## src/rtl/deserializer_rx.sv

```systemverilog
// Serial-to-parallel receiver for the st/tx link: skips the transmitter load cycle, shifts WIDTH
// bits LSB-first and presents completed words on a registered valid/ready port.
module deserializer_rx #(
    parameter int unsigned WIDTH = 4
) (
    input  logic             clk,
    input  logic             reset,
    input  logic             st,
    input  logic             rx,
    output logic [WIDTH-1:0] data_out,
    output logic             out_valid,
    input  logic             out_ready,
    output logic             overrun,
    output logic             abort,
    output logic             busy
);

    localparam int unsigned CW = $clog2(WIDTH);
    localparam logic [CW-1:0] LAST = CW'(WIDTH - 1);

    typedef enum logic [1:0] {StIdle, StWait, StShift} state_e;

    state_e           state_q, state_d;
    logic [CW-1:0]    cnt_q, cnt_d;
    logic [WIDTH-1:0] sr_q, sr_d;
    logic [WIDTH-1:0] data_q, data_d;
    logic [WIDTH-1:0] word;
    logic             valid_q, valid_d;
    logic             overrun_q, overrun_d;
    logic             abort_q, abort_d;
    logic             busy_q, busy_d;
    logic             complete;

    always_comb begin
        state_d   = state_q;
        cnt_d     = cnt_q;
        sr_d      = sr_q;
        data_d    = data_q;
        valid_d   = valid_q;
        overrun_d = 1'b0;
        abort_d   = 1'b0;
        complete  = 1'b0;
        // Completed word includes the bit being sampled on this same edge.
        word             = sr_q;
        word[WIDTH-1]    = rx;

        if (valid_q && out_ready) begin
            valid_d = 1'b0;
        end

        unique case (state_q)
            StIdle: begin
                if (st) begin
                    state_d = StWait;
                end
            end
            StWait: begin
                if (st) begin
                    state_d = StShift;
                    cnt_d   = '0;
                end else begin
                    state_d = StIdle;
                end
            end
            StShift: begin
                if (!st) begin
                    state_d = StIdle;
                    cnt_d   = '0;
                    sr_d    = '0;
                    abort_d = 1'b1;
                end else begin
                    sr_d[cnt_q] = rx;
                    if (cnt_q == LAST) begin
                        complete = 1'b1;
                        cnt_d    = '0;
                        state_d  = StWait;
                    end else begin
                        cnt_d = cnt_q + 1'b1;
                    end
                end
            end
            default: state_d = StIdle;
        endcase

        if (complete) begin
            if (!valid_q || out_ready) begin
                data_d  = word;
                valid_d = 1'b1;
            end else begin
                overrun_d = 1'b1;
            end
        end

        busy_d = (state_d != StIdle);
    end

    always_ff @(posedge clk) begin
        if (reset) begin
            state_q   <= StIdle;
            cnt_q     <= '0;
            sr_q      <= '0;
            data_q    <= '0;
            valid_q   <= 1'b0;
            overrun_q <= 1'b0;
            abort_q   <= 1'b0;
            busy_q    <= 1'b0;
        end else begin
            state_q   <= state_d;
            cnt_q     <= cnt_d;
            sr_q      <= sr_d;
            data_q    <= data_d;
            valid_q   <= valid_d;
            overrun_q <= overrun_d;
            abort_q   <= abort_d;
            busy_q    <= busy_d;
        end
    end

    assign data_out  = data_q;
    assign out_valid = valid_q;
    assign overrun   = overrun_q;
    assign abort     = abort_q;
    assign busy      = busy_q;

endmodule

```

## config.mk

```make
export PLATFORM = sky130hd
export DESIGN_NAME = deserializer_rx
export DESIGN_NICKNAME = d
export VERILOG_FILES = /design/src/rtl/deserializer_rx.sv
export SDC_FILE = /design/constraint.sdc
export NUM_CORES = 1
export LEC_CHECK = 0
export ABC_AREA = 1
export CAP_MARGIN = 20
export CORE_MARGIN = 2
export CORE_UTILIZATION = 50
export CTS_CLUSTER_SIZE = 16
export DETAILED_ROUTE_END_ITERATION = 10
export GPL_TIMING_DRIVEN = 0
export PLACE_DENSITY = 0.77
export SLEW_MARGIN = 5
export SYNTH_ARGS = -nofsm -noshare
export SYNTH_HDL_FRONTEND = slang
export SYNTH_SLANG_ARGS = --single-unit
```

## constraint.sdc

```tcl
create_clock -name clk -period 1.6 [get_ports clk]
set_input_delay 0.32 -clock clk [delete_from_list [all_inputs] [get_ports clk]]
set_output_delay 0.32 -clock clk [all_outputs]
set_load 0.03 [all_outputs]
```

# Word-level counts from Yosys, hierarchy flattened
# Cells that the tools add are included.
# totals
reg_bits,16
input_bits,5
output_inout_bits,8
wordCells,49
# op_classes
addsub,1
n_lt_le_gt_ge,2
n_eq_ne,4
muxes,21
bitwise,2
reduce_logical,11
# ops
operator,count
2-bit two-way mux,7
1-bit two-way mux,9
2-bit case mux with 3 select lines,1
4-bit bitwise mux,1
2-bit == test (second input constant),2
4-bit two-way mux,1
2-bit case mux with 2 select lines,1
2-bit AND reduction,2
2-bit nonzero test,2
2-bit OR reduction,2
2-bit by 3-bit less-than comparator with 1-bit output (second input constant),1
2-bit by 1-bit adder with 2-bit output (second input constant),1
1-bit demux with 2-bit select,1
2-bit by 1-bit == test with 1-bit output (second input constant),1
2-bit by 1-bit >= comparator with 1-bit output (second input constant),1
1-bit logical AND,2
2-bit logical NOT,1
2-bit != test (second input constant),1
1-bit NOT,2
1-bit logical NOT,1
1-bit logical OR,1

# Depth between registers and ports, before layout
# Gate-level depths: netlist of the first run.
# depth
ltp_word,6
ltp_mapped,7
ltp_nobuf,7

# Worst setup path before layout of the first run
# No wires, ideal clock.
# synth_path
path_type,register -> register
startpoint,register valid_q (netlist: out_valid)
endpoint,register data_q[0] (netlist: data_out[0])
setup_time_ns,0.110
t_arrival_ns,0.928
required_ns,1.490
path_slack_ns,0.562
stages_incl_launch_ff,6
path_buffers,0
period_less_slack_ns,1.038
path_cell_list,dfxtp_1 > nand2_1 > nand3_2 > nand2_1 > inv_1 > nor2_1
# synth_via
elab_chain_cells,3
# synth_lines
element,line_no,text
start: declaration,28,"logic valid_q, valid_d;"
start signal: assignment,112,valid_q <= valid_d;
1-bit logical NOT,86,if (!valid_q || out_ready) begin
1-bit logical OR,86,
2-bit AND reduction (no source line),n/a,
end signal: assignment,111,data_q <= data_d;
end: declaration,26,"logic [WIDTH-1:0] data_q, data_d;"
# No other way between the ends.
# A chain may end at the register's enable or synchronous reset.

# Final worst setup path of the first run
# layout_path
startpoint,register data_q[0] (netlist: data_out[0])
endpoint,output port data_out[0]
# layout_rtl
element,line_no,text
end: declaration,10,"output logic [WIDTH-1:0] data_out,"
# No word-level cell between the ends.

==> results of run 1 <==
==> synthesized netlist by cell type <==
library cell and instances:
nand3_1 10, a211oi_1 1, nor2_1 10, inv_2 3, nor2_4 1, a21oi_1 3, nand2_1 23, nor2_2 2
buf_2 1, ha_1 4, nand3_2 1, inv_1 17, dfxtp_1 15, nor3_1 1, o21ai_0 4
==> kinds of logic (layout without fill, tap and decap cells) <==
logic type / count (synthesis) / after routing / share of synthesized area, %
compound gates: 8 / 8 / 6.20
fa+ha+maj: 4 / 4 / 7.30
buf+inv: 21 / 36 / 11.7
flops: 15 / 15 / 43.8
simple gates: 48 / 48 / 31.0
==> through the flow <==
step	util (%)	area (µm²)	std cells	hold WS, ns
6_report	65.8	846	126	0.290
5_1_grt	65.8	846	126	0.311
4_1_cts	65.0	836	126	0.293
3_5_place_dp	63.4	815	122	0.502
3_3_place_gp	63.4	815	122	0.495
2_1_floorplan	-	686	96	0.457
==> sequential cells by signal, indices dropped and copies added (netlist names) <==
name / count
sr_q: 3
data_out: 4
abort: 1
busy: 1
state_q: 2
overrun: 1
cnt_q: 2
out_valid: 1
==> cells in the final DEF (no fill, tap or decap) <==
cell type         n
clkbuf_1          1
nor2_2            2
inv_2             3
buf_2             1
dlymetal6s2s_1    4
nand3_2           1
inv_1            17
nor2_1           10
clkbuf_4          3
nor3_1            1
dlygate4sd2_1     4
o21ai_0           4
a211oi_1          1
nand2_1          23
nand3_1          10
a21oi_1           3
nor2_4            1
clkdlybuf4s50_1   3
dfxtp_1          15
ha_1              4
==> worst max-delay path by stage <==
| stage | from | end | slack, ns | cells past startpoint |
|---|---|---|---|---|
| final | data_out[0] | data_out[0] | 0.27 | 1 |
| after global routing | data_out[0] | data_out[0] | 0.21 | 1 |
| after CTS | data_out[1] | data_out[1] | 0.001 | 1 |
| after detailed placement | st | data_out[0] | 0.08 | 6 |
| after global placement | st | data_out[1] | 0.09 | 6 |
| after floorplan | out_valid | data_out[0] | 0.56 | 5 |
==> final cells by class <==
type | count | area, µm²
fillers | 121 | 439
multi-input cells | 60 | 305
flip-flops and latches | 15 | 300
repair buffers | 11 | 115
inverters | 20 | 75.1
clock buffers | 4 | 26.3
well taps | 15 | 18.8
plain buffers | 1 | 5.00
==> per-layer routing <==
| metal | vias to the layer above | part of all wire [%] | routed length (µm) | track usage, % |
|---|---|---|---|---|
| li1 | 322 | - | - | - |
| met1 | 238 | 47 | 529 | 18.9 |
| met2 | 9 | 47 | 539 | 30.1 |
| met3 | 4 | 3.1 | 35 | 3.26 |
| met4 | 0 | 2.6 | 30 | 10.0 |
| met5 | - | 0 | 0 | 0 |
==> power by group <==
| part | leakage (nW) | internal (mW) | switching, mW | total, mW |
|---|---|---|---|---|
| Clock | 0.0150 | 0.0967 | 0.118 | 0.215 |
| Sequential | 0.121 | 0.378 | 0.00458 | 0.382 |
| Combinational | 0.318 | 0.0179 | 0.0256 | 0.0435 |
| Total | 0.454 | 0.492 | 0.148 | 0.641 |
==> impl_metrics.csv, run 1 <==
group,metric,value,unit
placed_design,dp_worst_setup_slack,0.0762,ns
finish,syn_to_final_growth,23.4,%
grt,antenna_found_initial,0,
floorplanning,die_area,1680,µm²
timing,maxClockFrequency,0.749,GHz
finish,drive_gt1_share,9.91,%
timing,fin_ws,0.265,ns
clocking,h-tree-depth,1,
power_and_ir_drop,cellPowerDensity,758,nW/µm²
outcome,outcome,"completed",
grt,grt_first_pass_wirelength,1820,µm
floorplanning,fp.coreArea,1280,µm²
grt,grt_util_all_layers,17.2,%
worst_setup_path,cp_slowest_stage_delay,0.39,ns
floorplanning,die_h,41.0,µm
timing,tns,0,ns
worst_setup_path,crit_fanout,2,
finish,diodes,0,
clocking,clockRootBuffer,"clkbuf_4",
worst_setup_path,r2r-start,"cnt_q[0]",
timing,hold_viol,0,
synth,yosysSeqAreaShare,43.8,%
synth,yosys.area.top_type,"dfxtp_1",
synth,postSynthAreaPerCell,7.14,µm²
timing,fin_crit,1.33,ns
synth,synth_area_leaders,"dfxtp_1 44%, nand2_1 13%, inv_1 9.3%",
clocking,cts.sinks,15,
clocking,cts_setup_buffers,0,
worst_setup_path,r2r_end,"data_out[0]",
worst_setup_path,reg2regPathDepth,6,
timing,rsz0062_at_grt,"no",
floorplanning,io_pins,13,
clocking,clk_latency,0.28,ns
detailed_routing,wirelength,1140,µm
detailed_routing,route.detailed.drc,0,
clocking,hold_buffers,0,
worst_setup_path,critPathTopFamily,"buffers and inverters",
detailed_routing,vias,573,
placed_design,portBuffers,11,
worst_hold_path,hold_end,"state_q[1]",
timing,worst_pin_slew,0.316,ns
timing,post-route-period-util,83.4,%
synth,yosysUniqueCellTypes,15,
floorplanning,rows,13,
clocking,cts_tree,"yes",
power_and_ir_drop,p_leak,0.454,nW
worst_hold_path,hold_depth,2,
worst_setup_path,critical_path_required,1.28,ns
timing,finClkSkew,0.00533,ns
placed_design,hpwlAfterDp,882,µm
synth,synth_top_area_share,43.8,%
synth,synth_fp_nets,105,
detailed_routing,drt_iter0_markers,3,
worst_setup_path,crit_buf_inv,1,
worst_setup_path,crit_arrival,1.01,ns
grt,grt_pass1_vias,463,
worst_setup_path,crit_path_top_delay_cell,"dlygate4sd2_1",
synth,yosys_warnings,0,
clocking,cts_buffers,3,
worst_setup_path,crit_chain,"dlygate4sd2_1",
detailed_routing,wl_per_cell,9.01,µm
grt,grt_overflow,0,
clocking,path_clk_slew,0.09,ns
placed_design,gp_congestion,0.716,
power_and_ir_drop,totalPowerFinal,0.641,mW
floorplanning,initial_utilization,53.4,%
power_and_ir_drop,vdd_drop_max,0.000560,V
finish,num-nets-final,121,
worst_setup_path,path_class,"reg2out",
detailed_routing,viasPerCell,4.55,
clocking,postCtsResizedCells,4,
clocking,clock_path_buffers,2,
synth,synth-seq-cells,15,
detailed_routing,first_pass_iters,3,
worst_setup_path,critPathCaptureType,"output port",
grt,grt_max_degree,9,
worst_setup_path,reg2reg_setup_slack,0.46,ns
synth,netlist_instances,96,
worst_setup_path,crit_path_start_kind,"flop",
floorplanning,die_w,41.0,µm
timing,slew_viol_final,0,
timing,max_slew_margin,78.9,%
job,drv_cap,0,
worst_hold_path,hp-class,"in2reg",
detailed_routing,drtAntennaViolNets,0,
synth,syn_area,686,µm²
timing,setup_viol,0,
worst_hold_path,hp-start,"reset",
Power figures use the tool's default switching activity.
==> run 2: changes to the inputs <==
--- a/config.mk
+++ b/config.mk
@@ -8,11 +8,11 @@
 export ABC_AREA = 1
 export CAP_MARGIN = 20
 export CORE_MARGIN = 2
-export CORE_UTILIZATION = 50
+export CORE_UTILIZATION = 48
 export CTS_CLUSTER_SIZE = 16
 export DETAILED_ROUTE_END_ITERATION = 10
 export GPL_TIMING_DRIVEN = 0
-export PLACE_DENSITY = 0.77
+export PLACE_DENSITY = 0.75
 export SLEW_MARGIN = 5
 export SYNTH_ARGS = -nofsm -noshare
 export SYNTH_HDL_FRONTEND = slang
==> constraint.sdc (replaced) <==
create_clock -name clk -period 1.3 [get_ports clk]
set_input_delay 0.26 -clock clk [delete_from_list [all_inputs] [get_ports clk]]
set_output_delay 0.26 -clock clk [all_outputs]
set_load 0.03 [all_outputs]
==> run 2 against run 1 <==
Against the previous run:
- register-to-register slack lost 0.32 ns
- hold slack got worse by 0.050 ns
- clock-buffer cell count stayed put
- critical path depth unchanged
- clock power increased by 23%
- final cell count is the same
- sequential power up 23%
- critical endpoint is now abort
- largest power group unchanged
==> impl_metrics.csv, run 2 (synthesized netlist as in run 1, its figures left out) <==
group,metric,value,unit
clocking,clockRootBuffer,"clkbuf_4",
floorplanning,die_w,41.8,µm
floorplanning,fp.coreArea,1320,µm²
grt,grt_overflow,0,
finish,largest_reg_flops,4,
timing,fin_crit,1.25,ns
grt,grt_util_all_layers,14.7,%
floorplanning,io_pins,13,
worst_setup_path,crit_path_top_delay_cell,"dlygate4sd2_1",
finish,drive_gt1_share,9.91,%
worst_setup_path,cp.depth,1,
finish,fill_cells,123,
clocking,cts_buffers,3,
timing,maxClockFrequency,0.799,GHz
worst_hold_path,hold_depth,2,
timing,rsz0062_at_grt,"no",
job,drv_cap,0,
timing,max_slew_margin,80.2,%
finish,final_common_cell,"nand2_1",
worst_setup_path,crit_fanout,1,
grt,grt_max_degree,9,
worst_setup_path,path_class,"reg2out",
floorplanning,die_area,1750,µm²
clocking,clk_latency,0.28,ns
grt,antenna_found_initial,0,
worst_setup_path,crit_path_start_kind,"flop",
worst_setup_path,critPathTopFamily,"buffers and inverters",
placed_design,gp_congestion,0.726,
detailed_routing,drtAntennaViolNets,0,
worst_setup_path,crit_arrival,0.99,ns
timing,slew_viol_final,0,
floorplanning,initial_utilization,52.0,%
timing,worst_pin_slew,0.299,ns
worst_setup_path,crit_buf_inv,1,
grt,grt_pass1_vias,516,
clocking,cts.sinks,15,
timing,hold_viol,0,
finish,final_cells,126,
timing,post-route-period-util,96.3,%
timing,setup_viol,0,
clocking,cts_tree,"yes",
finish,num-nets-final,121,
detailed_routing,vias,580,
worst_setup_path,reg2regPathDepth,6,
clocking,h-tree-depth,1,
finish,syn_to_final_growth,22.1,%
clocking,path_clk_slew,0.09,ns
clocking,hold_buffers,0,
detailed_routing,viasPerCell,4.60,
grt,grt_first_pass_wirelength,1950,µm
detailed_routing,drt_iter0_markers,5,
clocking,cts_setup_buffers,0,
outcome,outcome,"completed",
worst_setup_path,critical_path_required,1.04,ns
detailed_routing,first_pass_iters,2,
worst_setup_path,critPathCaptureType,"output port",
finish,layout_common_cells,"23 x nand2_1, 17 x inv_1, 15 x dfxtp_1, 10 x nor2_1, 10 x nand3_1",
detailed_routing,route.detailed.drc,0,
detailed_routing,wl_per_cell,9.30,µm
power_and_ir_drop,vdd_drop_max,0.000660,V
clocking,clock_path_buffers,2,
power_and_ir_drop,cellPowerDensity,943,nW/µm²
worst_hold_path,hp-class,"in2reg",
finish,diodes,0,
floorplanning,die_h,41.8,µm
finish,utilization,63.5,%
floorplanning,rows,13,
power_and_ir_drop,p_leak,0.383,nW
placed_design,dp_cells,122,
detailed_routing,wirelength,1170,µm
worst_setup_path,cp_slowest_stage_delay,0.39,ns
timing,finClkSkew,0.00350,ns
worst_setup_path,crit_chain,"dlygate4sd2_1",
placed_design,portBuffers,11,
placed_design,hpwlAfterDp,912,µm
run 2: layout make-up:
class | instances | area, µm² | share of cell area (%)
Buffer | 1 | 5.00 | 0.598
Clock buffer | 4 | 26.3 | 3.14
Inverter | 20 | 75.1 | 8.97
Multi-Input combinational cell | 60 | 305 | 36.5
Sequential cell | 15 | 300 | 35.9
Tap cell | 15 | 18.8 | 2.24
Timing Repair Buffer | 11 | 106 | 12.7
run 2: power breakdown:
part / internal, mW / leakage [nW] / switching (mW)
logic: 0.0209 / 0.247 / 0.0319
registers: 0.465 / 0.121 / 0.00578
clock network: 0.119 / 0.0150 / 0.146
total: 0.605 / 0.383 / 0.184
run 2: stage by stage:
step           total power [mW]  hold WS (ns)  instance area [µm²]  TNS [ns]  setup WS [ns]
6_report                  0.789         0.240                  837         0         0.0477
5_1_grt                   0.826         0.246                  837         0        0.00104
4_1_cts                   0.797         0.245                  831         0         0.0186
3_5_place_dp              0.536         0.505                  815    -0.803         -0.166
3_3_place_gp              0.536         0.495                  815    -0.685         -0.143
2_1_floorplan             0.514         0.397                  686         0          0.262
run 2: final timing paths:
| kind | start | end | slack [ns] |
|---|---|---|---|
| worst max-delay path | abort | abort | 0.05 |
| worst min-delay path | reset | cnt_q[0] | 0.24 |
| worst max register to register | cnt_q[0] | data_out[0] | 0.14 |
| worst min register to register | data_out[0] | data_out[0] | 0.51 |
run 2: per-layer routing:
layer  up-vias  wire, µm  GRT usage [%]  part of all wire (%)
met4         0        15           5.81                   1.3
li1        319         -              -                     -
met1       248       517           13.9                    44
met3         2        61           6.96                   5.2
met2        11       577           26.9                    49
met5         -         0              0                     0
run 2: repair_timing:
item / CTS / global route
setup endpoints to repair: 8 / 5
resized for setup: 8 / 5
gates cloned: 0 / 0
